[config.mk]
export PLATFORM = sky130hd
export DESIGN_NAME = alu01
export DESIGN_NICKNAME = d
export VERILOG_FILES = /design/src/rtl/alu01.sv
export SDC_FILE = /design/constraint.sdc
export NUM_CORES = 1
export LEC_CHECK = 0
export ABC_AREA = 1
export CAP_MARGIN = 20
export CORE_MARGIN = 2
export CORE_UTILIZATION = 54
export DETAILED_ROUTE_END_ITERATION = 16
export HOLD_SLACK_MARGIN = 0.06
export MAX_ROUTING_LAYER = met4
export PLACE_DENSITY = 0.81
export SETUP_SLACK_MARGIN = 0.4
export SLEW_MARGIN = 20
export SYNTH_ARGS = -nofsm -noshare
export SYNTH_HDL_FRONTEND = slang
export SYNTH_SLANG_ARGS = --single-unit
[constraint.sdc]
create_clock -name clk -period 0.8 [get_ports clk]
set_input_delay 0.12 -clock clk [delete_from_list [all_inputs] [get_ports clk]]
set_output_delay 0.12 -clock clk [all_outputs]
set_load 0.005 [all_outputs]
[src/rtl/alu01.sv]
`default_nettype none
// ============================================================================
// Module   : alu01
// Brief    : 8-bit unsigned ALU with a registered 9-bit result and valid flag.
// Revision : 1.0 - initial release
// ============================================================================
module alu01 (
    input  logic       clk,
    input  logic       rst_n,
    input  logic       in_valid,
    input  logic [7:0] a,
    input  logic [7:0] b,
    input  logic [3:0] op,
    output logic [8:0] alu_out,
    output logic       out_valid
);

    localparam logic [3:0] c_OP_ADD  = 4'b0000;
    localparam logic [3:0] c_OP_SUB  = 4'b0001;
    localparam logic [3:0] c_OP_AND  = 4'b0010;
    localparam logic [3:0] c_OP_OR   = 4'b0011;
    localparam logic [3:0] c_OP_XOR  = 4'b0100;
    localparam logic [3:0] c_OP_NAND = 4'b0101;
    localparam logic [3:0] c_OP_NOR  = 4'b0110;
    localparam logic [3:0] c_OP_XNOR = 4'b0111;
    localparam logic [3:0] c_OP_NOT  = 4'b1000;
    localparam logic [3:0] c_OP_SHL  = 4'b1001;
    localparam logic [3:0] c_OP_SHR  = 4'b1010;
    localparam logic [3:0] c_OP_INC  = 4'b1011;

    logic [8:0] w_a_ext;
    logic [8:0] w_b_ext;
    logic [8:0] w_result;
    logic [8:0] r_alu_out;
    logic       r_out_valid;

    assign w_a_ext = {1'b0, a};
    assign w_b_ext = {1'b0, b};

    // 9-bit subtraction leaves the borrow in bit 8 (set exactly when a < b).
    always_comb begin
        w_result = 9'h000;
        case (op)
            c_OP_ADD:  w_result = w_a_ext + w_b_ext;
            c_OP_SUB:  w_result = w_a_ext - w_b_ext;
            c_OP_AND:  w_result = {1'b0, a & b};
            c_OP_OR:   w_result = {1'b0, a | b};
            c_OP_XOR:  w_result = {1'b0, a ^ b};
            c_OP_NAND: w_result = {1'b0, ~(a & b)};
            c_OP_NOR:  w_result = {1'b0, ~(a | b)};
            c_OP_XNOR: w_result = {1'b0, ~(a ^ b)};
            c_OP_NOT:  w_result = {1'b0, ~a};
            c_OP_SHL:  w_result = {a, 1'b0};
            c_OP_SHR:  w_result = {2'b00, a[7:1]};
            c_OP_INC:  w_result = w_a_ext + 9'd1;
            default:   w_result = 9'h000;
        endcase
    end

    always_ff @(posedge clk or negedge rst_n) begin
        if (!rst_n) begin
            r_alu_out   <= 9'h000;
            r_out_valid <= 1'b0;
        end else begin
            r_out_valid <= in_valid;
            if (in_valid) begin
                r_alu_out <= w_result;
            end
        end
    end

    assign alu_out   = r_alu_out;
    assign out_valid = r_out_valid;

endmodule
`default_nettype wire

==> results.json, run 1 <==
{
  "grt_max_degree": 11,
  "cts_htree_levels": 1,
  "synth_area_leaders": "nand2_1, ha_1, dfrtp_1, nand3_1, inv_1",
  "io_buffers": 32,
  "clock_sinks": 10,
  "io-pin-count": 33,
  "die_h_um": 63.87,
  "gp_congestion": 1.050,
  "yosys_warnings": 0,
  "cts_made_buffers": 3,
  "stop_stage": "5_1_grt",
  "rows": 21,
  "cts_buffer_depth": 2,
  "grt-ovfl-total": 5,
  "initial_core_util_pct": 57.11,
  "synth_fp_nets": 403,
  "syn_area_um2": 1936,
  "netlist_instances": 353,
  "yosysTopAreaCellShare_pct": 23.85,
  "grt_use_total_pct": 68.35,
  "stop_error": "[ERROR GRT-0116] Global routing finished with congestion. Check the congestion regions in the DRC Viewer.",
  "cts_hold_buf": 0,
  "hpwl_um": 5754,
  "ys_ff_latch": 10,
  "synth_cell_types": 25,
  "grt_pass1_vias": 3908,
  "status": "did not finish",
  "synth_top_cell_by_area": "nand2_1",
  "die_x_um": 63.87,
  "grt_first_pass_wirelength_um": 20640,
  "avgSynthCellArea_um2": 5.483,
  "root_buffer": "clkbuf_4",
  "ys_seq_area_share_pct": 12.93
}
==> kinds of logic after synthesis <==
logic type      count (synthesis)  synth area share, %
flops                          10                12.93
fa+ha+maj                      27                17.84
xor+xnor                        2               0.9051
buf+inv                        58                11.57
simple gates                  228                48.74
compound gates                 28                8.016
==> what timing repair did <==
action | in CTS
pin swaps | 50
hold endpoints to repair | 0
buffers inserted | 18
cloned | 1
setup endpoints to repair | 20
gates resized for setup | 123
==> per-stage QoR <==
stage	cell area, µm²	setup TNS, ns	util, %	cells	setup WS [ns]
2_1_floorplan	2023	-6.510	-	353	-0.8977
3_3_place_gp	2887	-15.64	85.16	495	-1.697
3_5_place_dp	2887	-16.41	85.16	495	-1.757
4_1_cts	3214	-8.979	94.83	518	-1.057
==> synthesized netlist by cell type (all sizes together) <==
| master | count |
|---|---|
| a21oi | 6 |
| buf | 3 |
| clkinv | 1 |
| dfrtp | 10 |
| fa | 1 |
| ha | 26 |
| inv | 54 |
| nand2 | 123 |
| nand3 | 46 |
| nand3b | 3 |
| nand4 | 1 |
| nor2 | 49 |
| nor3 | 4 |
| nor3b | 1 |
| o211ai | 2 |
| o21a | 1 |
| o21ai | 16 |
| o22ai | 3 |
| or2 | 1 |
| xnor2 | 1 |
| xor2 | 1 |
==> layer usage <==
layer,overflow,track usage (%)
met3,0,48.06
met4,2,66.58
met2,3,88.93
met5,-,-
met1,0,64.43
==> run 2: changes to the inputs <==
Settings changed: CORE_UTILIZATION 54 to 40, HOLD_SLACK_MARGIN 0.06 to default, MAX_ROUTING_LAYER met4 to default, PLACE_DENSITY 0.81 to default, PLACE_DENSITY_LB_ADDON from default to 0.15, SETUP_SLACK_MARGIN 0.4 to default.
==> run 2 against run 1 <==
  * The flow now finishes, with violations (setup timing)
  * Synthesized area stayed put
  * Synthesized cell count stayed put
==> results.json, run 2 <==
{
  "status": "complete, but fails checks",
  "violations": "setup timing",
  "nNetsFinal": 525,
  "core-area_um2": 4692,
  "cts_htree_levels": 1,
  "yosys_warnings": 0,
  "cp_max_fo": 5,
  "routed_wl_um": 7953,
  "cts_made_buffers": 3,
  "dpl.cell_count": 505,
  "fmaxAchievable_mhz": 523.3,
  "p_sw_mw": 1.269,
  "synth_fp_nets": 403,
  "avgSynthCellArea_um2": 5.483,
  "grt_use_total_pct": 27.86,
  "largest_register_ffs": 9,
  "root_buffer": "clkbuf_8",
  "synth_top_cell_by_area": "nand2_1",
  "cts_buffer_depth": 2,
  "drc": 0,
  "post-route-period-util_pct": 238.9,
  "yosysMostFrequentCell": "nand2_1",
  "final_cell_mix": "nand2_1, buf_4, inv_1",
  "initial_core_util_pct": 41.25,
  "max-slew-margin-rel_pct": 68.09,
  "synth_edf_count": 0,
  "syn_area_um2": 1936,
  "tightest_slew_ns": 0.4768,
  "worst_setup_path_end_kind": "flip-flop",
  "ant_nets": 0,
  "worstReg2RegEnd": "alu_out[6]",
  "pwr-share-seq_pct": 19.1,
  "drt-initial-drc-count": 203,
  "power_density_nw_per_um2": 934.2,
  "setup_viol": 19,
  "max_stage_delay_ns": 0.47,
  "place_area_um2": 2924,
  "gp_congestion": 0.9747,
  "synth_area_leaders": "nand2_1, ha_1, dfrtp_1, nand3_1, inv_1",
  "reg2reg_from": "alu_out[6]",
  "postLayoutCoreUtil_pct": 72.93,
  "die-area_um2": 5412,
  "grt_pass1_vias": 2502,
  "setup_slack_ns": -1.111,
  "grt_max_degree": 11,
  "grt-ovfl-total": 0,
  "synthTopCellsByCount": "nand2_1, inv_1, nor2_1",
  "slowest_stage": "fa_2",
  "cts_hold_buf": 0,
  "drv_cap": 0,
  "hp-class": "input port to async pin",
  "async_flop_share_pct": 100.0,
  "finalMaxSlewViolations": 0,
  "p_leak_nw": 1.846,
  "area_growth_pct": 76.79,
  "wire_per_inst_um": 15.06,
  "layout_commonest_cell": "nand2_1",
  "grt_first_pass_wirelength_um": 11660,
  "avgViaCountPerCell": 5.303,
  "crit_family": "simple AND/OR/NAND/NOR gates",
  "via_count": 2800,
  "critical_path.startpoint_type": "input port",
  "hold_violations": 0,
  "netlist_instances": 353,
  "comb_power_share_pct": 61.2,
  "insertion_delay_ns": 0.24,
  "drive_gt1_share_pct": 41.77,
  "synthFlopType": "dfrtp_1",
  "crit_end": "alu_out[1]",
  "hpwl_um": 5438,
  "critPathBufInv": 6,
  "io-pin-count": 33,
  "cp_data_required_time_ns": 0.92,
  "path_cells": "buf_12 -> inv_12 -> nand2_8 -> nor2_4 -> buf_4 -> buf_4 -> buf_4 -> nand2_4 -> o21ai_4 -> fa_2 -> inv_1 -> nor2_1 -> nor2_1 -> nand3_1 -> nand2_1 -> nand2_1",
  "place_ws_ns": -1.755,
  "n_antenna_cell": 0,
  "clk_pin_slew_ns": 0.05,
  "stdcell_count": 528,
  "yosysTopAreaCellShare_pct": 23.85,
  "antenna_found_initial": 0,
  "swShare_pct": 39.68,
  "peakVddDrop_v": 0.0004724,
  "die_h_um": 73.57,
  "rsz0062_at_grt": "true",
  "startpoint": "op[2]",
  "pwr-share-clk_pct": 19.7,
  "cts_tree": "done",
  "clock_sinks": 10,
  "crit_type": "input port to flip-flop",
  "rr_worst_depth": 4,
  "worst-path-stages": 16,
  "fillers": 373,
  "cpMostUsedCell": "buf_4",
  "die_x_um": 73.57,
  "final.setup_skew_ns": 0,
  "cp.arrival_ns": 2.03,
  "p_int_mw": 1.928,
  "io_buffers": 32,
  "period_minus_slack_ns": 1.911,
  "ys_ff_latch": 10,
  "synth_cell_types": 25,
  "ys_seq_area_share_pct": 12.93,
  "r2r_slack_ns": -0.04,
  "fin_area_um2": 3422,
  "drt_first_pass_iters": 4,
  "rows": 25
}
-- run 2: cell counts after synthesis --
Identical to the previous run, type by type.
-- run 2: cell type report --
| cell class | instances | area, µm² | area share [%] |
|---|---|---|---|
| clock buffers | 4 | 55.05 | 1.609 |
| inverters | 55 | 240.2 | 7.020 |
| multi-input cells | 285 | 1848 | 54.00 |
| flip-flops and latches | 10 | 250.2 | 7.313 |
| well taps | 54 | 67.56 | 1.974 |
| repair buffers | 120 | 960.9 | 28.08 |
-- run 2: worst min path at each step --
stage / end / slack, ns / cells after the start / from
global route: alu_out[3] / 0.19 / 2 / rst_n
global placement: alu_out[0] / 0.43 / 2 / rst_n
CTS: alu_out[0] / 0.18 / 2 / rst_n
finish: alu_out[2] / 0.18 / 2 / rst_n
detailed placement: alu_out[0] / 0.43 / 2 / rst_n
floorplan: alu_out[0] / -0.18 / 0 / rst_n
-- run 2: what timing repair did --
action                                  CTS  global route
buffers inserted                         16             4
endpoints found under the hold margin     0             0
endpoints found under the setup margin   19            19
resized for setup                       147            36
pin swaps                                42            33
-- run 2: kinds of logic after synthesis --
| kind of cell | after synthesis | synth area share, % |
|---|---|---|
| compound gates | 28 | 8.016 |
| xor+xnor | 2 | 0.9051 |
| fa+ha+maj | 27 | 17.84 |
| buf+inv | 58 | 11.57 |
| flops | 10 | 12.93 |
| simple gates | 228 | 48.74 |
-- run 2: worst reg2reg max path, cell delays in order (launching register included) --
cell,delay (ns)
dfrtp_1,0.37
buf_4,0.13
buf_4,0.12
nand2_1,0.05
nand2_1,0.06
-- run 2: metrics by stage --
stage                     setup TNS (ns)  power (mW)  hold WS, ns
after floorplan                   -6.510       1.369      -0.1756
after global placement            -15.50       2.149       0.4271
after detailed placement          -15.98       2.172       0.4266
after CTS                         -7.824       2.966       0.1790
after global routing              -10.19       3.380       0.1935
final                             -9.076       3.197       0.1785
-- run 2: power groups by stage --
| stage | Combinational (mW) | Clock, mW | Sequential [mW] |
|---|---|---|---|
| floorplan | 0.741 | 0 | 0.628 |
| detailed placement | 1.55 | 0 | 0.623 |
| global placement | 1.53 | 0 | 0.621 |
| CTS | 1.72 | 0.634 | 0.612 |
| global route | 2.12 | 0.644 | 0.617 |
| finish | 1.96 | 0.629 | 0.612 |
-- run 2: routing by layer --
metal	routed length [µm]	track usage [%]	vias to the layer above	share of wire, %
met4	323	10.51	0	4.1
met3	468	2.743	29	5.9
met1	3353	34.27	1276	42
li1	-	-	1364	-
met5	0	0	-	0
met2	3808	49.60	131	48
Power figures use the tool's default switching activity.
==> edit 1: new RTL, flow settings as in run 2 <==
Add an input register stage for `in_valid`, `a`, `b` and `op`, with the module's reset; this delays them by one clock. Comments in the files are not updated.
--- a/src/rtl/alu01.sv
+++ b/src/rtl/alu01.sv
@@ -30,2 +30,21 @@
 
+    logic in_valid_q;
+    logic [7:0] a_q;
+    logic [7:0] b_q;
+    logic [3:0] op_q;
+
+    always_ff @(posedge clk or negedge rst_n) begin
+        if (!rst_n) begin
+            in_valid_q <= '0;
+            a_q        <= '0;
+            b_q        <= '0;
+            op_q       <= '0;
+        end else begin
+            in_valid_q <= in_valid;
+            a_q        <= a;
+            b_q        <= b;
+            op_q       <= op;
+        end
+    end
+
     logic [8:0] w_a_ext;
@@ -36,4 +55,4 @@
 
-    assign w_a_ext = {1'b0, a};
-    assign w_b_ext = {1'b0, b};
+    assign w_a_ext = {1'b0, a_q};
+    assign w_b_ext = {1'b0, b_q};
 
@@ -42,14 +61,14 @@
         w_result = 9'h000;
-        case (op)
+        case (op_q)
             c_OP_ADD:  w_result = w_a_ext + w_b_ext;
             c_OP_SUB:  w_result = w_a_ext - w_b_ext;
-            c_OP_AND:  w_result = {1'b0, a & b};
-            c_OP_OR:   w_result = {1'b0, a | b};
-            c_OP_XOR:  w_result = {1'b0, a ^ b};
-            c_OP_NAND: w_result = {1'b0, ~(a & b)};
-            c_OP_NOR:  w_result = {1'b0, ~(a | b)};
-            c_OP_XNOR: w_result = {1'b0, ~(a ^ b)};
-            c_OP_NOT:  w_result = {1'b0, ~a};
-            c_OP_SHL:  w_result = {a, 1'b0};
-            c_OP_SHR:  w_result = {2'b00, a[7:1]};
+            c_OP_AND:  w_result = {1'b0, a_q & b_q};
+            c_OP_OR:   w_result = {1'b0, a_q | b_q};
+            c_OP_XOR:  w_result = {1'b0, a_q ^ b_q};
+            c_OP_NAND: w_result = {1'b0, ~(a_q & b_q)};
+            c_OP_NOR:  w_result = {1'b0, ~(a_q | b_q)};
+            c_OP_XNOR: w_result = {1'b0, ~(a_q ^ b_q)};
+            c_OP_NOT:  w_result = {1'b0, ~a_q};
+            c_OP_SHL:  w_result = {a_q, 1'b0};
+            c_OP_SHR:  w_result = {2'b00, a_q[7:1]};
             c_OP_INC:  w_result = w_a_ext + 9'd1;
@@ -64,4 +83,4 @@
         end else begin
-            r_out_valid <= in_valid;
-            if (in_valid) begin
+            r_out_valid <= in_valid_q;
+            if (in_valid_q) begin
                 r_alu_out <= w_result;
Formal check against the unedited RTL: not equivalent (Yosys sat finds a counterexample within 4 cycles, from zero or initial values and one cycle with rst_n low).
==> edit 1 against run 2 <==
The run still ends with negative setup slack left; cell area increased by 9.1%; total power increased by 58%; sequential share of layout area rose by 13 points; count of clock-buffer cells in the layout rose by 2; highest routed layer unchanged; wire length down 2.0%; clock power rose to 2.6 times the old value; largest power group is now sequential cells; sequential cell count rose by 21; maximum frequency is 17% lower; sequential power grew to 2.9 times the old value; synthesized area up 30%; setup slack got worse by 0.38 ns.
==> edit 1: results (changes against run 2) <==
stage,metric,value,unit,change
outcome,run_status,"finished, violations left",,
outcome,violations,negative setup slack,,
setup_path,crit_arrival,2.47,ns,+0.44 ns
global_route,track_usage,22.7,%,-5.1 points
route,wl,7800,um,-2.0%
synthesis,synth.area.mux_share,0,%,unchanged
global_route,antenna_found_initial,0,,unchanged
sta,relSlewSlack,68.4,%,+0.29 points
place,dpl_cell_area,3440,um^2,+18%
place,portBuffers,32,,unchanged
power_and_ir_drop,switching_power,1570,uW,+24%
power_and_ir_drop,p_leak,0.00200,uW,+8.1%
route,drt_pre_antenna_iters,5,,+1
cts,numCtsBuffers,5,,+2
cts,clockBufferDepth,2,,unchanged
synthesis,synthTopCellsByArea,"dfrtp_1 31%, nand2_1 19%, ha_1 13%",,
synthesis,synthFlopType,dfrtp_1,,
cts,path_clk_slew,0.08,ns,+0.03 ns
synthesis,synth_commonest_cells,"127 x nand2_1, 58 x inv_1, 40 x nand3_1",,
layout,layout-drive-gt1-share,29.1,%,-13 points
synthesis,synth_fa_ha_area_share,13.7,%,-4.2 points
power_and_ir_drop,ir_drop,911,uV,+93%
global_route,grtUsageMet2,38.8,%,-11 points
global_route,grt_pass1_vias,2790,,+12%
synthesis,synth.distinct_cells,27,,+8.0%
synthesis,seq_area_frac_synth,30.8,%,+18 points
setup_path,crit_family,simple AND/OR/NAND/NOR gates,,
route,first_iter_violations,189,,-6.9%
route,top_layer,met4,,
cts,cts_root_buf,clkbuf_8,,
synthesis,ys_async_sr_fraction,100,%,unchanged
place,place_ws,-1.45,ns,+0.308 ns
cts,clock_latency,0.29,ns,+0.05 ns
layout,nets,543,,+3.4%
synthesis,syn_nets,429,,+6.5%
route,met1_length,3360,um,+0.24%
layout,largest_reg_flops,9,,unchanged
setup_path,crit_slowest_cell,dfrtp_1,,
route,wl_met3,352,um,-25%
setup_path,crit_path_max_fanout,6,,+1
synthesis,ys_warn_count,0,,unchanged
sta,fin_skew,0.00686,ns,+0.00686 ns
cts,htree_levels,2,,+1
global_route,met3_usage,3.48,%,+0.74 points
route,wl_met2,3880,um,+1.8%
route,vias,2854,,+1.9%
sta,setup_violations,19,,unchanged
sta,whs,0.180,ns,+0.00157 ns
global_route,grt_use_met1,29.3,%,-5.0 points
layout,n_antenna_cell,0,,unchanged
sta,timing.final.ws_setup,-1.49,ns,-0.380 ns
global_route,grt_pass1_wl,12700,um,+8.6%
min_path,hp-class,primary input to async pin,,
synthesis,synth_xor_area_share,0.347,%,-0.56 points
place,place.gp.congestion,0.928,,-4.8%
setup_path,critPathMaxStageDelay,0.41,ns,-0.06 ns
global_route,grt_max_degree,32,,+21
synthesis,synth-compound-area-share,6.60,%,-1.4 points
place,hpwl,5890,um,+8.2%
-- edit 1: layout make-up --
cell class / instances / area (um^2)
tap: 75 / 93.8
timing repair buffer: 109 / 872
clock buffer: 6 / 82.6
sequential: 31 / 776
clock inverter: 2 / 35.0
inverter: 61 / 229
fill: 558 / 2260
multi-input combinational: 285 / 1650
-- edit 1: worst paths after layout --
kind / cells after the start / startpoint / to
min in group clk: 1 / a[4] / a_q[4]
setup / recovery: 19 / op_q[1] / alu_out[7]
setup reg to reg: 19 / op_q[1] / alu_out[7]
max in group asynchronous: 2 / rst_n / a_q[3]
hold reg to reg: 2 / alu_out[3] / alu_out[3]
hold / removal: 2 / rst_n / a_q[4]
-- edit 1: cell families (layout without fill, tap and decap cells) --
logic type / count (synthesis) / in the layout
buffers and inverters: 63 / 178
adders and majority gates: 27 / 27
xor gates and xnor gates: 1 / 1
and+or+nand+nor: 226 / 226
AOI/OAI and AO/OA: 31 / 31
DFF: 31 / 31
-- edit 1: timing repair --
action                                  in CTS  in global routing
endpoints found under the setup margin      19                 19
resized for setup                           52                 28
pin swaps                                    5                 22
buffers inserted                             6                  7
endpoints found under the hold margin        0                  0
-- edit 1: power groups by stage --
stage               logic [uW]  clock network [uW]  registers, uW
detailed placement        1490                   0           1810
global placement          1470                   0           1810
finish                    1630                1650           1780
global route              1820                1760           1790
CTS                       1490                1680           1780
floorplan                  723                   0           1820
-- edit 1: through the flow --
| stage | cells | power (uW) | setup TNS (ns) |
|---|---|---|---|
| after floorplan | 379 | 2540 | -10.41 |
| after global placement | 549 | 3270 | -12.81 |
| after detailed placement | 549 | 3300 | -13.26 |
| after CTS | 563 | 4950 | -12.96 |
| after global routing | 569 | 5380 | -15.19 |
| final | 569 | 5060 | -13.36 |
==> edit 2: new RTL, flow settings as in run 2 <==
Made on the original files. Remove the case item `c_OP_SUB` of the case on `op`.
--- a/src/rtl/alu01.sv
+++ b/src/rtl/alu01.sv
@@ -44,3 +44,2 @@
             c_OP_ADD:  w_result = w_a_ext + w_b_ext;
-            c_OP_SUB:  w_result = w_a_ext - w_b_ext;
             c_OP_AND:  w_result = {1'b0, a & b};
Function: changed (a bounded check fails within 4 cycles, from zero or initial values and one cycle with rst_n low).
==> edit 2 against run 2 <==
The flow still finishes with violations (negative setup slack); global-route usage is 0.60 points lower; core utilization is 0.42 points higher; critical path type unchanged; highest routed layer unchanged; synthesized area is 7.8% lower; total power is 10% lower; wire length is 15% lower; non-clock buffer count is 14 lower; sequential cell count stayed put; cell area is 7.3% lower; clock skew stayed put; setup slack better by 0.38 ns.
==> edit 2: results (changes against run 2) <==
stage,metric,value,unit,change
outcome,run_status,"finished, violations left",,
outcome,violations,negative setup slack,,
route,top_layer,met4,,
place,hpwl,4770,um,-12%
synthesis,synthTopCellsByArea,"nand2_1 25%, ha_1 17%, dfrtp_1 14%",,
layout,largest_reg_flops,9,,unchanged
global_route,grt_pass1_vias,2457,,-1.8%
sta,setup_violations,19,,unchanged
global_route,grt_use_met1,34.4,%,+0.17 points
cts,cts_setup_buffers,17,,+1
power_and_ir_drop,p_int,1750,uW,-9.3%
route,first_iter_violations,149,,-27%
synthesis,synth_commonest_cells,"119 x nand2_1, 48 x inv_1, 44 x nor2_1",,
synthesis,synth.distinct_cells,25,,unchanged
power_and_ir_drop,ir_drop,1280,uV,+170%
setup_path,crit_end,alu_out[5],,
route,wl_met2,3200,um,-16%
place,portBuffers,32,,unchanged
synthesis,ys_async_sr_fraction,100,%,unchanged
global_route,met3_usage,5.56,%,+2.8 points
global_route,grt_pass1_wl,10900,um,-6.2%
setup_path,critPathMaxStageDelay,0.33,ns,-0.14 ns
synthesis,ys_warn_count,0,,unchanged
route,wl_met3,483,um,+3.2%
route,drt_pre_antenna_iters,5,,+1
synthesis,syn_nets,367,,-8.9%
synthesis,avgSynthCellArea,5.59,um^2,+2.0%
global_route,grtUsageMet2,45.7,%,-3.9 points
sta,timing.final.ws_setup,-0.734,ns,+0.376 ns
global_route,antenna_found_initial,0,,unchanged
setup_path,timing.rr.start,alu_out[6],,
place,place.gp.congestion,0.891,,-8.6%
route,avgRoutedWirePerCell,14.1,um,-6.6%
setup_path,worstSetupStartpoint,op[3],,
die,die_w,70.8,um,-3.8%
cts,htree_levels,1,,unchanged
setup_path,crit_slowest_cell,ha_4,,
cts,cts_root_buf,clkbuf_8,,
route,via_per_inst,5.18,,-2.3%
place,place_ws,-1.55,ns,+0.209 ns
sta,relSlewSlack,78.1,%,+10 points
setup_path,crit_arrival,1.67,ns,-0.36 ns
cts,clockBufferDepth,2,,unchanged
layout,layout-drive-gt1-share,39.8,%,-2.0 points
layout,stdcell_count,479,,-9.3%
synthesis,synthFlopType,dfrtp_1,,
global_route,track_usage,27.3,%,-0.60 points
cts,clock_latency,0.24,ns,about the same
route,met1_length,2840,um,-15%
cts,cts.repair.resized,128,,-13%
synthesis,seq_area_frac_synth,14.0,%,+1.1 points
place,dp_cells,461,,-8.7%
power_and_ir_drop,p_leak,0.00170,uW,-7.8%
sta,tns,-6.60,ns,+2.48 ns
==> edit 2: changes by cell type after synthesis, sizes merged <==
cell	delta
and3	+1
ha	-2
a21oi	+2
o22ai	-2
nor2	+2
xnor2	-1
nand4	-1
buf	-2
o211ai	-1
inv	-3
nand3	-21
or2	-1
o21ai	-5
==> edit 2: area by class of cell <==
| type | count | area (um^2) |
|---|---|---|
| timing repair buffer | 106 | 893 |
| multi-input combinational | 256 | 1690 |
| clock buffer | 3 | 41.3 |
| inverter | 52 | 229 |
| tap | 52 | 65.1 |
| fill | 353 | 1150 |
| sequential | 10 | 250 |
==> edit 2: power by group through the flow <==
| stage | clock network (uW) | registers (uW) | logic, uW |
|---|---|---|---|
| 2_1_floorplan | 0 | 623 | 647 |
| 3_3_place_gp | 0 | 615 | 1380 |
| 3_5_place_dp | 0 | 616 | 1400 |
| 4_1_cts | 533 | 604 | 1560 |
| 5_1_grt | 550 | 616 | 1890 |
| 6_report | 526 | 607 | 1740 |
==> edit 2: kinds of logic (layout without fill, tap and decap cells) <==
family	count (synthesis)	count (layout)	synth area share, %
simple gates	208	208	49.2
buf+inv	53	161	11.2
fa+ha+maj	25	25	18.0
flops	10	10	14.0
xor+xnor	1	1	0.491
compound gates	22	22	7.15
==> edit 2: worst max-delay path: cells and delay by family <==
kind | cells | cell delay [ns]
fa+ha+maj | 1 | 0.33
buf+inv | 4 | 0.45
simple gates | 11 | 0.75
==> edit 2: through the flow <==
stage	cell area [um^2]	util (%)	total power (uW)	hold slack, ns
after floorplan	1880	-	1270	-0.176
after global placement	2740	63.4	2000	0.422
after detailed placement	2740	63.4	2020	0.424
after CTS	3040	70.3	2700	0.170
after global routing	3170	73.4	3060	0.190
final	3170	73.4	2870	0.164
